--- config.mk ---
export PLATFORM = sky130hd
export DESIGN_NAME = ov7670_cfg_seq
export DESIGN_NICKNAME = d
export VERILOG_FILES = /design/src/rtl/ov7670_pkg.sv /design/src/rtl/ov7670_cfg_rom.sv /design/src/rtl/ov7670_cfg_seq.sv
export SDC_FILE = /design/constraint.sdc
export NUM_CORES = 1
export LEC_CHECK = 0
export CAP_MARGIN = 5
export CORE_ASPECT_RATIO = 0.6
export CORE_MARGIN = 10
export CORE_UTILIZATION = 35
export CTS_CLUSTER_DIAMETER = 80
export DETAILED_ROUTE_END_ITERATION = 16
export GPL_ROUTABILITY_DRIVEN = 0
export PLACE_DENSITY = 0.54
export SYNTH_ARGS = -nofsm -noshare
export SYNTH_HDL_FRONTEND = slang
export SYNTH_SLANG_ARGS = --single-unit
--- constraint.sdc ---
create_clock -name i_clk -period 3.6 [get_ports i_clk]
set_clock_uncertainty 0.15 [all_clocks]
set_input_delay 1.08 -clock i_clk [delete_from_list [all_inputs] [get_ports i_clk]]
set_output_delay 1.08 -clock i_clk [all_outputs]
set_load 0.05 [all_outputs]
--- src/rtl/ov7670_pkg.sv ---
// rtl/ov7670_pkg.sv - shared constants and state encoding for the OV7670 configuration sequencer
// Readback states exist only when OV7670_CFG_READBACK_EN is defined.
package ov7670_pkg;

  localparam logic [15:0] END_MARKER         = 16'hFFFF;
  localparam logic [7:0]  DELAY_REG          = 8'hFE;
  localparam logic [6:0]  DEFAULT_SLAVE_ADDR = 7'h21;
  localparam logic [7:0]  COM7_REG           = 8'h12;
  localparam logic [7:0]  LAST_INDEX         = 8'hFF;

  typedef enum logic [3:0] {
    IDLE,
    FETCH,
    ISSUE,
    WAIT_BUSY,
    WAIT_DONE,
    CHECK,
    DELAY,
    DONE,
`ifdef OV7670_CFG_READBACK_EN
    RD_ISSUE,
    RD_WAIT,
`endif
    ERROR
  } state_e;

  // COM7 bit7 resets the sensor, so that register cannot be read back meaningfully
  function automatic logic is_soft_reset(input logic [7:0] reg_addr, input logic [7:0] data);
    return (reg_addr == COM7_REG) && data[7];
  endfunction

endpackage

--- src/rtl/ov7670_cfg_rom.sv ---
// rtl/ov7670_cfg_rom.sv - camera register table, one-cycle registered read
// Entries are {reg, data}; FE xx is a delay of xx ms, FFFF terminates the table.
module ov7670_cfg_rom
  import ov7670_pkg::*;
(
  input  logic        i_clk,
  input  logic        i_rstn,
  input  logic [7:0]  i_addr,
  output logic [15:0] o_entry
);

  logic [15:0] entry_d;
  logic [15:0] entry_q;

  always_comb begin
    entry_d = END_MARKER;
    case (i_addr)
      8'd0:    entry_d = 16'h1280;
      8'd1:    entry_d = 16'hFE0A;
      8'd2:    entry_d = 16'h1204;
      default: entry_d = END_MARKER;
    endcase
  end

  always_ff @(posedge i_clk or negedge i_rstn) begin
    if (!i_rstn) entry_q <= 16'h0000;
    else         entry_q <= entry_d;
  end

  assign o_entry = entry_q;

endmodule

--- src/rtl/ov7670_cfg_seq.sv ---
// rtl/ov7670_cfg_seq.sv - walks the register table and drives an I2C master with retries and delays
// Optional write readback/compare is enabled with OV7670_CFG_READBACK_EN.
module ov7670_cfg_seq
  import ov7670_pkg::*;
#(
  parameter int unsigned CLK_FREQ       = 100_000_000,
  parameter logic [6:0]  SLAVE_ADDR     = DEFAULT_SLAVE_ADDR,
  parameter int unsigned MAX_RETRY      = 3,
  parameter int unsigned ACCEPT_TIMEOUT = 1024
) (
  input  logic       i_clk,
  input  logic       i_rstn,
  input  logic       i_start,
  output logic       o_wr,
  output logic       o_rd,
  output logic [6:0] o_slave_addr,
  output logic [7:0] o_reg_addr,
  output logic [7:0] o_wdata,
  input  logic [7:0] i_rdata,
  input  logic       i_rdata_valid,
  input  logic       i_busy,
  input  logic       i_nack_slave,
  input  logic       i_nack_addr,
  input  logic       i_nack_data,
  output logic       o_busy,
  output logic       o_done,
  output logic       o_error,
  output logic [7:0] o_index
);

  localparam int unsigned MS_CYCLES = (CLK_FREQ >= 1000) ? CLK_FREQ / 1000 : 1;
  localparam logic [31:0] MS_LAST   = 32'(MS_CYCLES - 1);
  localparam logic [31:0] TO_LAST   = 32'(ACCEPT_TIMEOUT - 1);
  localparam logic [7:0]  RETRY_MAX = 8'(MAX_RETRY);

  state_e      state_q, state_d;
  logic [7:0]  index_q, index_d;
  logic [7:0]  retry_q, retry_d;
  logic [7:0]  reg_q, reg_d;
  logic [7:0]  data_q, data_d;
  logic [7:0]  ms_left_q, ms_left_d;
  logic [31:0] tick_q, tick_d;
  logic [31:0] to_cnt_q, to_cnt_d;
  logic [15:0] rom_entry;
  logic        check_fail;
  logic        last_entry;

  // ROM is addressed with the next index so the entry is ready during FETCH
  ov7670_cfg_rom u_rom (
    .i_clk   (i_clk),
    .i_rstn  (i_rstn),
    .i_addr  (index_d),
    .o_entry (rom_entry)
  );

  assign last_entry = (index_q == LAST_INDEX);

`ifdef OV7670_CFG_READBACK_EN
  logic rd_phase_q, rd_phase_d;
  logic rd_bad_q, rd_bad_d;
  assign check_fail = i_nack_slave | i_nack_addr | i_nack_data | (rd_phase_q & rd_bad_q);
`else
  logic unused_rd;
  assign unused_rd  = ^{i_rdata, i_rdata_valid};
  assign check_fail = i_nack_slave | i_nack_addr | i_nack_data;
`endif

  always_ff @(posedge i_clk or negedge i_rstn) begin
    if (!i_rstn) begin
      state_q    <= IDLE;
      index_q    <= 8'h00;
      retry_q    <= 8'h00;
      reg_q      <= 8'h00;
      data_q     <= 8'h00;
      ms_left_q  <= 8'h00;
      tick_q     <= 32'h0;
      to_cnt_q   <= 32'h0;
`ifdef OV7670_CFG_READBACK_EN
      rd_phase_q <= 1'b0;
      rd_bad_q   <= 1'b0;
`endif
    end else begin
      state_q    <= state_d;
      index_q    <= index_d;
      retry_q    <= retry_d;
      reg_q      <= reg_d;
      data_q     <= data_d;
      ms_left_q  <= ms_left_d;
      tick_q     <= tick_d;
      to_cnt_q   <= to_cnt_d;
`ifdef OV7670_CFG_READBACK_EN
      rd_phase_q <= rd_phase_d;
      rd_bad_q   <= rd_bad_d;
`endif
    end
  end

  always_comb begin
    state_d    = state_q;
    index_d    = index_q;
    retry_d    = retry_q;
    reg_d      = reg_q;
    data_d     = data_q;
    ms_left_d  = ms_left_q;
    tick_d     = tick_q;
    to_cnt_d   = to_cnt_q;
`ifdef OV7670_CFG_READBACK_EN
    rd_phase_d = rd_phase_q;
    rd_bad_d   = rd_bad_q;
`endif
    case (state_q)
      IDLE, DONE, ERROR: begin
        if (i_start) begin
          state_d = FETCH;
          index_d = 8'h00;
          retry_d = 8'h00;
        end
      end
      FETCH: begin
        if (rom_entry == END_MARKER) begin
          state_d = DONE;
        end else if (rom_entry[15:8] == DELAY_REG) begin
          state_d   = DELAY;
          ms_left_d = rom_entry[7:0];
          tick_d    = 32'h0;
        end else begin
          state_d = ISSUE;
          reg_d   = rom_entry[15:8];
          data_d  = rom_entry[7:0];
        end
      end
      ISSUE: begin
        state_d  = WAIT_BUSY;
        to_cnt_d = 32'h0;
`ifdef OV7670_CFG_READBACK_EN
        rd_phase_d = 1'b0;
`endif
      end
      WAIT_BUSY: begin
        if (i_busy)                   state_d = WAIT_DONE;
        else if (to_cnt_q == TO_LAST) state_d = ERROR;
        else                          to_cnt_d = to_cnt_q + 32'd1;
      end
      WAIT_DONE: begin
        if (!i_busy) state_d = CHECK;
      end
      CHECK: begin
        if (check_fail) begin
          if (retry_q == RETRY_MAX) begin
            state_d = ERROR;
          end else begin
            retry_d = retry_q + 8'd1;
            state_d = ISSUE;
          end
        end
`ifdef OV7670_CFG_READBACK_EN
        else if (!rd_phase_q && !is_soft_reset(reg_q, data_q)) begin
          state_d    = RD_ISSUE;
          rd_phase_d = 1'b1;
          rd_bad_d   = 1'b1;
          to_cnt_d   = 32'h0;
        end
`endif
        else begin
          retry_d = 8'h00;
          if (last_entry) state_d = DONE;
          else begin
            index_d = index_q + 8'd1;
            state_d = FETCH;
          end
        end
      end
      DELAY: begin
        if (ms_left_q == 8'h00) begin
          retry_d = 8'h00;
          if (last_entry) state_d = DONE;
          else begin
            index_d = index_q + 8'd1;
            state_d = FETCH;
          end
        end else if (tick_q == MS_LAST) begin
          tick_d    = 32'h0;
          ms_left_d = ms_left_q - 8'd1;
        end else begin
          tick_d = tick_q + 32'd1;
        end
      end
`ifdef OV7670_CFG_READBACK_EN
      RD_ISSUE: begin
        if (i_busy)                   state_d = RD_WAIT;
        else if (to_cnt_q == TO_LAST) state_d = ERROR;
        else                          to_cnt_d = to_cnt_q + 32'd1;
      end
      RD_WAIT: begin
        if (i_rdata_valid) rd_bad_d = (i_rdata != data_q);
        if (!i_busy)       state_d  = CHECK;
      end
`endif
      default: state_d = IDLE;
    endcase
  end

  always_comb begin
    o_wr    = 1'b0;
    o_rd    = 1'b0;
    o_busy  = 1'b1;
    o_done  = 1'b0;
    o_error = 1'b0;
    case (state_q)
      IDLE:             o_busy = 1'b0;
      ISSUE, WAIT_BUSY: o_wr   = 1'b1;
`ifdef OV7670_CFG_READBACK_EN
      RD_ISSUE:         o_rd   = 1'b1;
`endif
      DONE: begin
        o_busy = 1'b0;
        o_done = 1'b1;
      end
      ERROR: begin
        o_busy  = 1'b0;
        o_error = 1'b1;
      end
      default: ;
    endcase
  end

  assign o_slave_addr = SLAVE_ADDR;
  assign o_reg_addr   = reg_q;
  assign o_wdata      = data_q;
  assign o_index      = index_q;

endmodule
==> summary.txt <==
Outcome
  • Status: complete, no violations

Timing
  • Final Slew Violations: 0
  • Worst slew pin tran: 0.725 ns
  • Worst hold slack: between 0.3 and 0.4 ns
  • Final count of hold timing violations: 0
  • Final Critical Period: between 3 and 4 ns
  • Final Cycle Share: a little over nine tenths
  • Final setup violation count: 0
  • Fmax: approximately 290 MHz
  • RSZ-0062 raised after global routing: false
  • Rel. slew slack: about half

Clock network
  • H-tree depth: 3
  • CTS Hold Bufs: 0
  • Root Buffer: clkbuf_16
  • Clk Latency, worst-skew pair: ~0.35 ns
  • Clk slew on worst S/H paths: ~0.070 ns
  • Clock sink count: around 100
  • CTS tree: yes
  • Postcts setup bufs: 0
  • Cts bufs inserted: 9
  • CTS Buffer Depth: 2
  • PostCTS Resize Cnt: 0

Layout
  • Antenna cells: 0
  • Final net count: between 600 and 700
  • FILL cells: 1635
  • Layout area overhead: 14.9%
  • Layout cells sized above 1: under 10%

Yosys
  • Largest family of logic cells by synthesized area: simple AND/OR/NAND/NOR gates
  • Synth Area in Adders: under 10%
  • Area share of xor/xnor cells in the synthesized design: roughly 8.0%
  • Post-Synth Simple-Gate Area: approximately a quarter
  • Top FF cell, synth: dfrtp_1
  • Syn Inst Count: around 640
  • Synth cell types: 81
  • Seq cells post-synth: approximately 100
  • Multiplexer share of the synthesized area: slightly below 2%
  • Synthesized area: slightly below 6000 µm²
  • Post-synth EDFFs: 0
  • Fraction of registers with async set/reset: 100%
  • Average size of a mapped cell: slightly above 9 µm²
  • Register area share after synthesis: roughly 43%
  • Synth Area in Compound Gates: a little over an eighth
  • Yosys warnings: 0

Job
  • Max_cap viols: 0

Pwr
  • Pint: 2490 µW
  • Comb power frac: 38.8%
  • Register share of total power: 35.2%
  • Clock Power Share: between 20% and 30%
  • IR drop worst, VDD: 0.270 mV
  • Pleak: 0.00288 µW
  • Psw: roughly 1700 µW
  • Switching Fraction: 40.9%
  • Design Power: ~4200 µW
  • Pwr per Cell Area: approximately 620 nW/µm²

Setup path
  • Required time worst endpoint: roughly 2.4 ns
  • Crit path capture type: output port
  • CP Max Fanout: 14
  • Crit path arrival time: 2.22 ns
  • Type of origin of the critical path: flop
  • Critical path class: reg2out

GRT
  • Number of global-route vias before repair: about 4500
  • Largest net degree at the start of global routing: 64
  • Gr usage total: between 10% and 20%
  • Initial antenna violation count: 0
  • First-pass GRT wire length: 24200 µm
  • GRT overflow: 0

Drt
  • Routed vias: 4880
  • Pre-antenna DRT Iters: 5
  • Via/cell ratio: approximately 5.4
  • Final ANT Viol Nets: 0
  • DR WL/cell: roughly 16 µm
  • DRC Markers: 0
  • DRT iter0 DRCs: ~400
  • Drt total wl: 14700 µm

Floorplan
  • DIE AREA: around 23000 µm²
  • Core footprint: approximately 16000 µm²
  • Die width: roughly 190 µm
  • Die height: 121 µm
  • Ports: 52
  • Starting Density: 36.2%
  • Num rows: 36

Placed design
  • Dpl hpwl: between 10000 and 15000 µm
  • IO buf count: 34

Hold path
  • Worst hold path class: reg2reg
cells in the mapped netlist (3+ instances only):
master	n	area [µm²]
nand2_1	59	221
o31ai_1	3	22.5
nor4_1	24	150
buf_6	3	33.8
xor2_1	25	219
a21oi_1	11	55.1
or3_1	8	50.1
inv_1	16	60.1
nor4b_1	6	52.6
clkbuf_1	14	52.6
and3_1	9	56.3
nor3_1	15	75.1
o211ai_1	6	45.0
a31oi_1	3	18.8
mux2i_1	6	60.1
buf_4	21	158
a22o_1	6	52.6
nand2b_1	6	37.5
a211oi_1	4	30.0
ha_1	6	75.1
mux2_1	3	33.8
o22a_1	4	35.0
and4_1	10	87.6
nand3_1	25	125
o21ai_0	24	120
nor3b_1	3	22.5
a21o_1	4	30.0
dfrtp_1	102	2550
and2_1	7	43.8
o22ai_1	5	31.3
buf_2	4	20.0
nand4_1	20	125
nor2_1	83	312
xnor2_1	29	254
power by group through the flow:
stage	combinational [µW]	clock, µW	sequential [µW]
final	1640	1090	1480
after global routing	1780	1170	1510
after CTS	1640	1120	1480
after detailed placement	1630	0	1500
after global placement	1610	0	1500
after floorplan	1130	0	1550
worst paths after layout:
kind | from | end | slack [ns] | cells after the start
worst min-delay path | u_rom.o_entry[12] | o_reg_addr[4] | 0.35 | 1
worst max register to register | state_q[0] | tick_q[31] | 0.74 | 7
min in group asynchronous | i_rstn | o_index[1] | 0.55 | 1
worst min register to register | u_rom.o_entry[12] | o_reg_addr[4] | 0.35 | 1
worst max-delay path | state_q[3] | o_busy | 0.15 | 4
max in group asynchronous | i_rstn | to_cnt_q[19] | 2.01 | 2
cells by family (layout without fill, tap and decap cells):
| kind of cell | count (synthesis) | in the layout |
|---|---|---|
| and+or+nand+nor | 298 | 298 |
| AOI/OAI and AO/OA | 106 | 106 |
| DFF | 102 | 102 |
| buffers and inverters | 59 | 87 |
| xor gates and xnor gates | 54 | 54 |
| muxes | 11 | 11 |
| adders and majority gates | 6 | 6 |
| other | 2 | 9 |
flip-flops by register name, indices dropped and copies added, names as in the netlist, 3 cells and up:
| register | flops |
|---|---|
| to_cnt_q | 32 |
| state_q | 4 |
| u_rom.o_entry | 5 |
| o_index | 8 |
| o_reg_addr | 3 |
| retry_q | 8 |
| ms_left_q | 8 |
| tick_q | 32 |
layer usage:
layer | part of all wire, % | track usage, %
met5 | 0 | 0
met4 | 0.46 | 2.79
met3 | 5.1 | 2.76
met2 | 42 | 18.3
met1 | 53 | 19.6
through the flow:
step	setup WS (ns)	utilization, %	cell area [µm²]	std cells	TNS (ns)
floorplan	0.529	-	5970	645	0
finish	0.152	41.5	6830	901	0
global placement	-0.0334	39.5	6500	885	-0.0790
CTS	0.154	41.5	6830	901	0
global route	0.0575	41.5	6830	901	0
detailed placement	0.0349	39.5	6500	885	0
area by class of cell:
class                           instances  area, µm²  area share [%]
Multi-Input combinational cell        484       3100            45.3
Sequential cell                       102       2550            37.4
Timing Repair Buffer                   55        508            7.44
Tap cell                              228        285            4.18
Clock buffer                            9        225            3.30
Clock inverter                          7        103            1.50
Inverter                               16       60.1           0.879
worst max-delay path, cell delays in order, from the launching register on:
cell,delay [ns]
dfrtp_1,0.58
nand2b_1,0.30
nor2_1,0.10
nor2_1,0.09
clkdlybuf4s50_1,0.81
layout by cell type (no fill, tap or decap), types with 3 or more instances in the layout:
cell type / n
and2_1: 7
conb_1: 9
inv_6: 4
inv_1: 16
a21o_1: 4
mux2i_1: 6
o211ai_1: 6
nand2_1: 59
o22a_1: 4
a22o_1: 6
o31ai_1: 3
buf_4: 21
and3_1: 9
o21ai_0: 24
or3_1: 8
o22ai_1: 5
mux2_1: 3
a21oi_1: 11
a31oi_1: 3
nand4_1: 20
a211oi_1: 4
nor2_1: 83
nor3_1: 15
nor4b_1: 6
and4_1: 10
xor2_1: 25
clkdlybuf4s50_1: 33
nand3_1: 25
clkbuf_16: 9
ha_1: 6
nor3b_1: 3
dfrtp_1: 102
nor4_1: 24
nand2b_1: 6
xnor2_1: 29
Note: power is estimated with default switching activity, not from simulation.
